### config.mk
export PLATFORM = sky130hd
export DESIGN_NAME = i2c_slave_transaction_controller
export DESIGN_NICKNAME = d
export VERILOG_FILES = /design/src/rtl/i2c_slave_transaction_controller.sv
export SDC_FILE = /design/constraint.sdc
export NUM_CORES = 1
export LEC_CHECK = 0
export BUFFER_PORTS_ARGS = -buffer_cell sky130_fd_sc_hd__buf_2
export CAP_MARGIN = 20
export CORE_AREA = 3 3 67 69
export DETAILED_ROUTE_END_ITERATION = 10
export DIE_AREA = 0 0 70 72
export GPL_TIMING_DRIVEN = 0
export PLACE_DENSITY = 0.74
export RECOVER_POWER = 50
export SKIP_LAST_GASP = 1
export SLEW_MARGIN = 15
export SYNTH_ARGS = -nofsm -noshare
export SYNTH_HDL_FRONTEND = slang
export SYNTH_SLANG_ARGS = --single-unit
export TNS_END_PERCENT = 100
### constraint.sdc
create_clock -name control_clock -period 1.95 [get_ports control_clock]
set_input_delay 0.195 -clock control_clock [delete_from_list [all_inputs] [get_ports control_clock]]
set_output_delay 0.195 -clock control_clock [all_outputs]
set_load 0.01 [all_outputs]
### src/rtl/i2c_slave_transaction_controller.sv
`timescale 1ns/1ps
// I2C slave bus sequencer: decodes START/STOP from synchronized SDA/SCL, acknowledges its address,
// hands received bytes out and shifts read bytes onto the open-drain SDA pad.
module i2c_slave_transaction_controller #(
    parameter logic [6:0] SLAVE_ADDRESS       = 7'h50,
    parameter bit         GENERAL_CALL_ENABLE = 1'b0
) (
    input  logic       control_clock,
    input  logic       reset,
    input  logic       sda_in,
    input  logic       scl_in,
    output logic       sda_pull_low,
    output logic [7:0] rx_data,
    output logic       rx_valid,
    output logic       tx_request,
    input  logic [7:0] tx_data,
    output logic       address_match,
    output logic       bus_busy
);

    typedef enum logic [2:0] {
        ST_IDLE     = 3'd0,
        ST_ADDR     = 3'd1,
        ST_ADDR_ACK = 3'd2,
        ST_WR_DATA  = 3'd3,
        ST_WR_ACK   = 3'd4,
        ST_RD_DATA  = 3'd5,
        ST_RD_ACK   = 3'd6,
        ST_IGNORE   = 3'd7
    } state_t;

    state_t     state_r, state_s;
    logic [2:0] bit_cnt_r, bit_cnt_s;
    logic [7:0] shift_r, shift_s;
    logic [7:0] tx_shift_r, tx_shift_s;
    logic       ack_seen_r, ack_seen_s;
    logic       rw_r, rw_s;
    logic       sda_q_r, scl_q_r;
    logic       sda_pull_low_r, sda_pull_low_s;
    logic [7:0] rx_data_r, rx_data_s;
    logic       rx_valid_r, rx_valid_s;
    logic       tx_request_r, tx_request_s;
    logic       address_match_r, address_match_s;
    logic       bus_busy_r, bus_busy_s;

    logic       scl_rise_s, scl_fall_s, start_s, stop_s, addr_hit_s;
    logic [7:0] shift_in_s;

    // SDA changes that coincide with an SCL edge never qualify as START/STOP (scl_q must already be high)
    assign scl_rise_s = ~scl_q_r & scl_in;
    assign scl_fall_s = scl_q_r & ~scl_in;
    assign start_s    = scl_q_r & scl_in & sda_q_r & ~sda_in;
    assign stop_s     = scl_q_r & scl_in & ~sda_q_r & sda_in;
    assign shift_in_s = {shift_r[6:0], sda_in};
    assign addr_hit_s = (shift_in_s[7:1] == SLAVE_ADDRESS) ||
                        (GENERAL_CALL_ENABLE && (shift_in_s[7:1] == 7'h00) && !shift_in_s[0]);

    assign sda_pull_low  = sda_pull_low_r;
    assign rx_data       = rx_data_r;
    assign rx_valid      = rx_valid_r;
    assign tx_request    = tx_request_r;
    assign address_match = address_match_r;
    assign bus_busy      = bus_busy_r;

    // Next-state and next-output decode; bus conditions override every protocol state
    always_comb begin
        state_s         = state_r;
        bit_cnt_s       = bit_cnt_r;
        shift_s         = shift_r;
        tx_shift_s      = tx_shift_r;
        ack_seen_s      = ack_seen_r;
        rw_s            = rw_r;
        sda_pull_low_s  = sda_pull_low_r;
        rx_data_s       = rx_data_r;
        rx_valid_s      = 1'b0;
        tx_request_s    = 1'b0;
        address_match_s = address_match_r;
        bus_busy_s      = bus_busy_r;
        if (start_s) begin
            state_s         = ST_ADDR;
            bit_cnt_s       = 3'd0;
            ack_seen_s      = 1'b0;
            sda_pull_low_s  = 1'b0;
            address_match_s = 1'b0;
            bus_busy_s      = 1'b1;
        end else if (stop_s) begin
            state_s         = ST_IDLE;
            bit_cnt_s       = 3'd0;
            ack_seen_s      = 1'b0;
            sda_pull_low_s  = 1'b0;
            address_match_s = 1'b0;
            bus_busy_s      = 1'b0;
        end else begin
            case (state_r)
                ST_ADDR, ST_WR_DATA: begin
                    if (scl_rise_s) begin
                        shift_s   = shift_in_s;
                        bit_cnt_s = bit_cnt_r + 3'd1;
                        if (bit_cnt_r != 3'd7) begin
                            state_s = state_r;
                        end else if (state_r == ST_WR_DATA) begin
                            rx_data_s  = shift_in_s;
                            rx_valid_s = 1'b1;
                            ack_seen_s = 1'b0;
                            state_s    = ST_WR_ACK;
                        end else if (addr_hit_s) begin
                            rw_s            = shift_in_s[0];
                            ack_seen_s      = 1'b0;
                            address_match_s = 1'b1;
                            state_s         = ST_ADDR_ACK;
                        end else begin
                            state_s = ST_IGNORE;
                        end
                    end else begin
                        state_s = state_r;
                    end
                end
                // First fall asserts the ACK, the ACK clock's rise arms the release on the next fall
                ST_ADDR_ACK, ST_WR_ACK: begin
                    if (scl_rise_s) begin
                        ack_seen_s   = 1'b1;
                        tx_request_s = (state_r == ST_ADDR_ACK) && rw_r;
                    end else if (scl_fall_s) begin
                        if (!ack_seen_r) begin
                            sda_pull_low_s = 1'b1;
                        end else if ((state_r == ST_ADDR_ACK) && rw_r) begin
                            sda_pull_low_s = ~tx_data[7];
                            tx_shift_s     = {tx_data[6:0], 1'b0};
                            bit_cnt_s      = 3'd0;
                            state_s        = ST_RD_DATA;
                        end else begin
                            sda_pull_low_s = 1'b0;
                            bit_cnt_s      = 3'd0;
                            state_s        = ST_WR_DATA;
                        end
                    end else begin
                        ack_seen_s = ack_seen_r;
                    end
                end
                ST_RD_DATA: begin
                    if (scl_fall_s) begin
                        bit_cnt_s = bit_cnt_r + 3'd1;
                        if (bit_cnt_r == 3'd7) begin
                            sda_pull_low_s = 1'b0;
                            ack_seen_s     = 1'b0;
                            state_s        = ST_RD_ACK;
                        end else begin
                            sda_pull_low_s = ~tx_shift_r[7];
                            tx_shift_s     = {tx_shift_r[6:0], 1'b0};
                        end
                    end else begin
                        state_s = ST_RD_DATA;
                    end
                end
                ST_RD_ACK: begin
                    if (scl_rise_s) begin
                        if (!sda_in) begin
                            tx_request_s = 1'b1;
                            ack_seen_s   = 1'b1;
                        end else begin
                            state_s = ST_IGNORE;
                        end
                    end else if (scl_fall_s && ack_seen_r) begin
                        sda_pull_low_s = ~tx_data[7];
                        tx_shift_s     = {tx_data[6:0], 1'b0};
                        bit_cnt_s      = 3'd0;
                        state_s        = ST_RD_DATA;
                    end else begin
                        state_s = ST_RD_ACK;
                    end
                end
                ST_IDLE, ST_IGNORE: begin
                    sda_pull_low_s = 1'b0;
                end
                default: begin
                    state_s        = ST_IDLE;
                    sda_pull_low_s = 1'b0;
                end
            endcase
        end
    end

    // State, line-history and output registers
    always_ff @(posedge control_clock or posedge reset) begin
        if (reset) begin
            state_r         <= ST_IDLE;
            bit_cnt_r       <= 3'd0;
            shift_r         <= 8'h00;
            tx_shift_r      <= 8'h00;
            ack_seen_r      <= 1'b0;
            rw_r            <= 1'b0;
            sda_q_r         <= 1'b1;
            scl_q_r         <= 1'b1;
            sda_pull_low_r  <= 1'b0;
            rx_data_r       <= 8'h00;
            rx_valid_r      <= 1'b0;
            tx_request_r    <= 1'b0;
            address_match_r <= 1'b0;
            bus_busy_r      <= 1'b0;
        end else begin
            state_r         <= state_s;
            bit_cnt_r       <= bit_cnt_s;
            shift_r         <= shift_s;
            tx_shift_r      <= tx_shift_s;
            ack_seen_r      <= ack_seen_s;
            rw_r            <= rw_s;
            sda_q_r         <= sda_in;
            scl_q_r         <= scl_in;
            sda_pull_low_r  <= sda_pull_low_s;
            rx_data_r       <= rx_data_s;
            rx_valid_r      <= rx_valid_s;
            tx_request_r    <= tx_request_s;
            address_match_r <= address_match_s;
            bus_busy_r      <= bus_busy_s;
        end
    end

endmodule

Word-level counts from Yosys, hierarchy flattened

Index checks and enable logic that the tools add are counted.

Input port bits: 12
Flip-flop bits (word level): 38

Bitwise logic cells: 17
Muxes and demuxes: 79
Eq/ne operators: 35
Add/subtract/negate cells: 1
Reduce and logical (&&, ||, !) cells: 22

Operators with widths:

| operator             | number |
|---|---|
| $mux W3              | 23 |
| $mux W8              | 8 |
| $ne A4 B4 Y1 const B | 12 |
| $mux W1              | 41 |
| $pmux W3 S4          | 2 |
| $pmux W8 S3          | 1 |
| $ne A2 B2 Y1 const B | 8 |
| $reduce_and A8 Y1    | 2 |
| $eq A3 B3 Y1 const B | 5 |
| $ne A5 B5 Y1 const B | 3 |
| $reduce_and A6 Y1    | 2 |
| $reduce_bool A3 Y1   | 4 |
| $reduce_bool A6 Y1   | 2 |
| $reduce_and A11 Y1   | 1 |
| $not A1 Y1           | 10 |
| $ne A3 B3 Y1 const B | 3 |
| $reduce_and A9 Y1    | 1 |
| $pmux W1 S4          | 2 |
| $and A1 B1 Y1        | 7 |
| $eq A7 B7 Y1 const B | 1 |
| $reduce_and A7 Y1    | 1 |
| $eq A3 B2 Y1 const B | 2 |
| $reduce_or A2 Y1     | 3 |
| $reduce_and A5 Y1    | 1 |
| other kinds (8)      | 9 |

Depth between registers and ports, before layout

Gate-level depths: netlist (run 1).

Depth after elaboration: 9
Depth in mapped cells: 7
Mapped depth without buffers: 7

Worst setup path after synthesis (run 1)

Ideal clock, no wire load.

Path kind: flip-flop to flip-flop
From: register scl_q_r
To: register state_r[0]
Setup slack: -0.049 ns
Setup time: 0.128 ns
Cell stages (with the launch flop): 8
Arrival time: 1.871 ns
Clock period less this slack: 1.999 ns
Required time: 1.822 ns
Cell sequence: dfstp_2 -> buf_4 -> nor2b_4 -> buf_6 -> a31oi_1 -> o311a_1 -> nor3_4 -> mux2_1

Cells in the longest elaborated chain, start to end: 7
Elaborated cells on any way between the ends: 24
Those cells by class: eq/ne: 7; mux: 6; bitwise: 8; reduce/logical: 3

Ends and longest elaborated chain:

| element                  | RTL line | text |
|---|---|---|
| start: declaration       | 38       | `logic sda_q_r, scl_q_r;` |
| start signal: assignment | 208      | `scl_q_r <= scl_in;` |
| $and A1 B1 Y1            | 51       | `assign scl_fall_s = scl_q_r & ~scl_in;` |
| $logic_and A1 B1 Y1      | 163      | `end else if (scl_fall_s && ack_seen_r) begin` |
| $mux W2                  | 163      |  |
| $mux W3                  | 156      | `if (scl_rise_s) begin` |
| $pmux W3 S4              | 94       | `case (state_r)` |
| $mux W3                  | 86       | `end else if (stop_s) begin` |
| $mux W3                  | 79       | `if (start_s) begin` |
| end signal: assignment   | 201      | `state_r <= state_s;` |
| end: declaration         | 32       | `state_t state_r, state_s;` |

Parallel ways exist; a longest one is shown, timed or not.
A chain may end at the register's enable or synchronous reset.

Final worst setup path (run 1)

From: register scl_q_r
To: register tx_shift_r[5]

Cells in the longest elaborated chain, start to end: 5
Elaborated cells on any way between the ends: 17
Those cells by class: eq/ne: 5; bitwise: 10; reduce/logical: 2

Ends and longest elaborated chain:

| element                                       | RTL line | text |
|---|---|---|
| $and A1 B1 Y1                                 | 52, 53   |  |
| $and A1 B1 Y1 (on tied branches) (2 in a row) | 53, 52   |  |
| $not A1 Y1 (no line)                          | n/a      |  |
| $reduce_and A11 Y1 (no line) *                | n/a      |  |
| end signal: assignment                        | 204      | `tx_shift_r <= tx_shift_s;` |
| end: declaration                              | 35       | `logic [7:0] tx_shift_r, tx_shift_s;` |

Mark *: on every way between the ends. The rest lies on a longest branch, timed or not.

==> impl_metrics.csv, run 1 <==
group,metric,value,unit
run_status,outcome,"complete, no violations",
critical_path,critPathMostFrequentCell,"buf_6",
critical_path,timing_worst_setup_path_type,"flop to flop",
critical_path,crit_required,2.12,ns
global_route,antenna_found_initial,0,
critical_path,endpoint_kind,"flop",
sta,post-route-period-util,0.9907,
run,drv_cap,0,
cells_and_area,final_common_cell,"dfrtp_1",
critical_path,cp_num_buf_inv,2,
yosys,synthTopCellsByArea,"dfrtp_1 (43%), mux2_1 (15%), nand2_1 (2.8%)",
global_route,overflow,0,
critical_path,r2r_start,"scl_q_r",
hold_path,min_from,"tx_data[0]",
global_route,grt_pass1_vias,1594,
detailed_routing,drc,0,
hold_path,worstHoldPathCells,3,
critical_path,crit_fanout,7,
yosys,synthFlopType,"dfrtp_1",
yosys,synth_compound_area_frac,0.1500,
clocking,root_buffer,"clkbuf_8",
cells_and_area,fin_nets,239,
detailed_routing,dr_total_vias,1537,
sta,relSlewSlack,0.07958,
critical_path,worst_path_max_delay_cell,"dfstp_2",
critical_path,crit_cells,7,
floorplan,initial_utilization,0.5082,
sta,max_freq,0.5176,GHz
yosys,netlist_area,0.002018,mm^2
clocking,clk_latency,0.28,ns
yosys,async_flop_share,1.000,
critical_path,rr_worst_depth,7,
critical_path,cp_top_family,"flip-flops",
critical_path,arrival,2.10,ns
sta,finalSetupViolations,0,
clocking,clockBufferDepth,2,
yosys,ys_seq_area_frac,0.4600,
clocking,cts.sinks,37,
clocking,cts_buffers,5,
hold_path,hp-class,"input pin to flop",
floorplan,core,0.003971,mm^2
yosys,yosys_warnings,0,
place,numPortBuffers,24,
cells_and_area,areaGrowthSynthToFinish,20.58,%
yosys,avgSynthCellArea,10.85,um^2
cells_and_area,multi_input_area,0.001056,mm^2
global_route,grt_pass1_wl,7279,um
yosys,synth_top_family_by_area,"multiplexers",
detailed_routing,wl_per_cell,15.05,um
sta,fin_tns_setup,0,ns
sta,whs,0.1394,ns
critical_path,startpoint_type,"flop",
yosys,yosys_register_bits,37,
cells_and_area,final_util,0.6128,
floorplan,dieHeight,72,um
sta,grt_setup_unrepaired,"true",
detailed_routing,first_pass_iters,4,
detailed_routing,routed_wl,4138,um
clocking,tritoncts,"yes",
yosys,synth_nets,200,
sta,hold_viol,0,
yosys,synth-simple-area-share,0.1296,
sta,period_minus_slack,1.932,ns
critical_path,ff2ff_setup_slack,0.02,ns
yosys,synth_top_area_share,0.4340,
global_route,grt_max_degree,38,
floorplan,die_x,70,um
global_route,grt.total_usage,0.1799,
yosys,synth-xor-area-share,0.004340,
yosys,syn-instance-count,186,
cells_and_area,drive_gt1_frac,0.3289,
clocking,h-tree-depth,2,
sta,slew_violations,0,
clocking,path_clk_slew,0.07,ns
detailed_routing,antenna_left,0,
yosys,synthAdderAreaFrac,0.01240,
detailed_routing,first_iter_violations,85,
critical_path,slowest_delay,0.57,ns
cells_and_area,fill_cells,334,
sta,worstMarginPinSlew,1.379,ns
floorplan,dieArea,0.005040,mm^2
power_and_ir_drop,p_leak,1.187,nW
sta,finalClockSkew,0.005700,ns
yosys,synth_mux_area_frac,0.1922,
yosys,ys_types,54,
cells_and_area,n_antenna_cell,0,
critical_path,crit_chain,"nor2b_4 > buf_6 > buf_6 > a21oi_2 > a211oi_2 > o2111ai_4 > mux2_4",
hold_path,whs_endpoint,"tx_shift_r[1]",
power_and_ir_drop,peakVddDrop,0.0007143,V
cells_and_area,layout_common_cells,"dfrtp_1 (35), buf_2 (31), mux2_1 (22)",
place,hpwl,2794,um
power_and_ir_drop,power.density,1247,mW/mm^2
yosys,synth-edff-count,0,
floorplan,io_pins,25,
yosys,yosysTopAreaCell,"dfrtp_1",
floorplan,num_rows,23,
critical_path,r2r_end,"tx_shift_r[5]",
cells_and_area,regArea,928.4,um^2
detailed_routing,via_per_inst,5.589,
place,place.gp.congestion,0.9125,
-- worst register-to-register path, cell delays in order (launching register included) --
cell	delay, ns
dfstp_2	0.57
nor2b_4	0.15
buf_6	0.12
buf_6	0.10
a21oi_2	0.05
a211oi_2	0.25
o2111ai_4	0.23
mux2_4	0.35
-- through the flow --
stage / std cells / power [mW] / setup WS [ns] / cell area [um^2]
floorplan: 186 / 2.046 / 0.02082 / 2018
global placement: 260 / 2.277 / -0.09059 / 2201
detailed placement: 260 / 2.303 / -0.1097 / 2201
CTS: 270 / 2.951 / -0.04344 / 2342
global route: 275 / 3.261 / -0.09754 / 2434
finish: 275 / 3.036 / 0.01815 / 2434
-- cells by family (layout without fill, tap and decap cells) --
group,count (synthesis),in the layout
fa+ha+maj,2,2
xor+xnor,1,1
flops,37,37
simple gates,47,47
compound gates,42,42
mux,35,35
buf+inv,22,61
-- synthesized netlist by cell type (2+ instances only) --
cell / n
o21ai_0: 7
buf_2: 8
mux2i_1: 5
o22ai_1: 2
ha_1: 2
mux2_2: 4
nand4b_1: 2
mux2_1: 26
a211oi_1: 2
a2111oi_0: 2
inv_2: 3
nor2_1: 10
o21a_1: 2
nand2b_1: 3
dfstp_2: 2
inv_1: 7
nand3_1: 3
nor3b_1: 2
nand2_1: 15
nor2b_1: 3
a21oi_1: 9
dfrtp_1: 35
-- sequential cells by signal, summed over array words and instances (netlist names) --
name	cells
ack_seen_r	1
address_match	1
bit_cnt_r	3
bus_busy	1
rw_r	1
rx_data	8
rx_valid	1
scl_q_r	1
sda_pull_low	1
sda_q_r	1
shift_r	7
state_r	3
tx_request	1
tx_shift_r	7
-- where the power goes --
part           switching [mW]  internal, mW  total [mW]
clock network           0.252         0.280       0.532
registers               0.143         0.980        1.12
logic                   0.710         0.671        1.38
total                    1.10          1.93        3.04
-- worst max path at each step --
stage	from	endpoint	slack, ns
after global placement	scl_q_r	state_r[1]	-0.09
final	scl_q_r	tx_shift_r[5]	0.02
after detailed placement	scl_q_r	state_r[1]	-0.11
after CTS	scl_q_r	state_r[1]	-0.04
after global routing	scl_q_r	tx_shift_r[5]	-0.1
after floorplan	scl_q_r	state_r[0]	0.02
-- area by class of cell --
cell class / count / share of cell area
multi-input cells: 127 / 0.4339
flip-flops and latches: 37 / 0.3815
repair buffers: 34 / 0.08380
clock buffers: 7 / 0.03548
well taps: 50 / 0.02571
plain buffers: 10 / 0.02416
inverters: 10 / 0.01542
-- layer usage --
metal / vias up / share of wire / track usage
met5: - / 0 / 0
li1: 748 / - / -
met2: 38 / 0.49 / 0.3022
met3: 11 / 0.035 / 0.03601
met1: 740 / 0.45 / 0.2298
met4: 0 / 0.025 / 0.07234
-- timing repair --
| item | 4_1_cts | 5_1_grt |
|---|---|---|
| setup endpoints to repair | 10 | 20 |
| buffers inserted | 5 | 3 |
| pin swaps | 5 | 5 |
| hold buffers | 0 | 2 |
| endpoints found under the hold margin | 0 | 2 |
| gates resized for setup | 6 | 13 |
No activity file was read; power rests on OpenSTA's default activity.
==> run 2, diff against run 1 <==
CORE_AREA = 3 3 76 78   (was 3 3 67 69)
DIE_AREA = 0 0 79 81   (was 0 0 70 72)
PLACE_DENSITY = 0.6   (was 0.74)
==> run 2 against run 1 <==
  * Total power rose by 0.23%
  * Clock skew fell by 0.00080 ns
  * Worst hold slack got worse by 0.0071 ns
  * Sequential share of layout area fell by 0.35 points
  * Flip-flop and latch count did not move
  * Highest routed layer unchanged
  * Routed wire length rose by 0.92%
  * Cell area rose by 0.93%
  * Clock-buffer cell count fell by 2
  * Register-to-register slack improved by 0.07 ns
  * Utilization fell by 13 points
==> impl_metrics.csv, run 2 (same netlist as run 1, synthesis figures left out) <==
group,metric,value,unit
run_status,outcome,"complete, no violations",
global_route,grt_max_degree,34,
cells_and_area,layout_common_cells,"dfrtp_1 (35), buf_2 (27), mux2_1 (23)",
sta,slew_violations,0,
cells_and_area,final_common_cell,"dfrtp_1",
run,drv_cap,0,
critical_path,ff2ff_setup_slack,0.09,ns
floorplan,dieArea,0.006399,mm^2
detailed_routing,first_pass_iters,4,
critical_path,arrival,2.05,ns
detailed_routing,drc,0,
cells_and_area,fill_cells,519,
clocking,clockBufferDepth,2,
clocking,cts_buffers,5,
floorplan,initial_utilization,0.3926,
clocking,clk_latency,0.29,ns
global_route,grt.total_usage,0.1435,
critical_path,timing_worst_setup_path_type,"flop to flop",
cells_and_area,drive_gt1_frac,0.3111,
clocking,cts.sinks,37,
sta,max_freq,0.5366,GHz
global_route,grt_pass1_vias,1474,
global_route,grt_pass1_wl,7155,um
clocking,tritoncts,"yes",
sta,hold_viol,0,
floorplan,die_x,79,um
cells_and_area,fin_nets,238,
detailed_routing,wl_per_cell,14.16,um
detailed_routing,via_per_inst,5.200,
place,hpwl,2945,um
global_route,overflow,0,
detailed_routing,routed_wl,4176,um
sta,period_minus_slack,1.863,ns
critical_path,worst_path_max_delay_cell,"dfstp_2",
floorplan,core,0.005140,mm^2
clocking,root_buffer,"clkbuf_8",
critical_path,endpoint_kind,"flop",
sta,finalClockSkew,0.004897,ns
place,numPortBuffers,24,
cells_and_area,n_antenna_cell,0,
clocking,path_clk_slew,0.08,ns
sta,relSlewSlack,0.4490,
power_and_ir_drop,finalPower,3.043,mW
critical_path,crit_required,2.13,ns
cells_and_area,fin_area,0.002456,mm^2
cells_and_area,largest_reg_flops,8,
cells_and_area,final_util,0.4778,
detailed_routing,dr_total_vias,1534,
clocking,h-tree-depth,2,
sta,finalSetupViolations,0,
power_and_ir_drop,p_leak,1.164,nW
sta,worstMarginPinSlew,0.8265,ns
cells_and_area,areaGrowthSynthToFinish,21.70,%
place,place_area,0.002246,mm^2
power_and_ir_drop,peakVddDrop,0.0006603,V
critical_path,crit_fanout,5,
place,place.gp.congestion,0.8633,
detailed_routing,antenna_left,0,
floorplan,io_pins,25,
hold_path,hp-class,"input pin to flop",
critical_path,startpoint_type,"flop",
floorplan,num_rows,26,
floorplan,dieHeight,81,um
power_and_ir_drop,power.density,1239,mW/mm^2
critical_path,slowest_delay,0.55,ns
detailed_routing,first_iter_violations,125,
global_route,antenna_found_initial,0,
critical_path,crit_chain,"nor2b_4 > buf_6 > a21oi_2 > o311a_1 > nor3_4 > mux2_4",
sta,post-route-period-util,0.9556,
## run 2: cell count changes in the layout (fill, tap and decap cells not counted), moves of 2 or more
cell,change
nor3b_1,+2
buf_4,-2
clkbuf_1,+2
nor3b_2,-2
buf_2,-4
clkbuf_4,+2
## run 2: final cells by class
class,count,area [um^2],area share
Inverter,10,37.54,0.01528
Sequential cell,37,928.4,0.3780
Multi-Input combinational cell,127,1060,0.4315
Clock buffer,5,68.82,0.02802
Timing Repair Buffer,33,188.9,0.07692
Clock inverter,3,21.27,0.008660
Tap cell,70,87.58,0.03566
Buffer,10,63.81,0.02598
## run 2: worst paths after layout
check | start | endpoint | depth (start not counted)
worst max-delay path | scl_q_r | state_r[0] | 6
worst min-delay path | tx_data[0] | tx_shift_r[1] | 3
worst max register to register | scl_q_r | state_r[0] | 6
worst min register to register | bus_busy | bus_busy | 2
max in group asynchronous | reset | rx_data[0] | 4
min in group asynchronous | reset | tx_shift_r[1] | 3
## run 2: power by group
part | switching (mW) | leakage [nW] | internal [mW]
logic | 0.712 | 0.646 | 0.659
registers | 0.145 | 0.473 | 0.979
clock network | 0.294 | 0.0445 | 0.253
## run 2: metrics by stage
step                std cells   TNS, ns  worst slack [ns]  hold WS (ns)
floorplan                 186         0           0.02082        0.1995
global placement          280   -0.7743           -0.1197        0.3098
detailed placement        281   -0.8516           -0.1434       0.08569
CTS                       293  -0.02189          -0.01251     -0.002596
global route              295  -0.01517          -0.01218        0.1325
finish                    295         0           0.08654        0.1323
## run 2: timing repair
action | CTS | global route
pin swaps | 5 | 2
setup endpoints to repair | 10 | 19
hold buffers | 2 | 1
hold endpoints to repair | 37 | 1
resized for setup | 8 | 12
buffers inserted | 4 | 1
cloned | 0 | 0
## run 2: metal layers
layer	up-vias	global-route usage	wire length [um]
met5	-	0	0
met4	0	0.03780	47
met3	7	0.04545	183
met2	39	0.2205	1963
met1	741	0.1965	1981
li1	747	-	-
## run 2: worst max-delay path: cells and delay by family (launching register included)
kind	cells	cell delay, ns
flops	1	0.55
mux	1	0.32
buf+inv	1	0.11
simple gates	2	0.36
compound gates	2	0.41
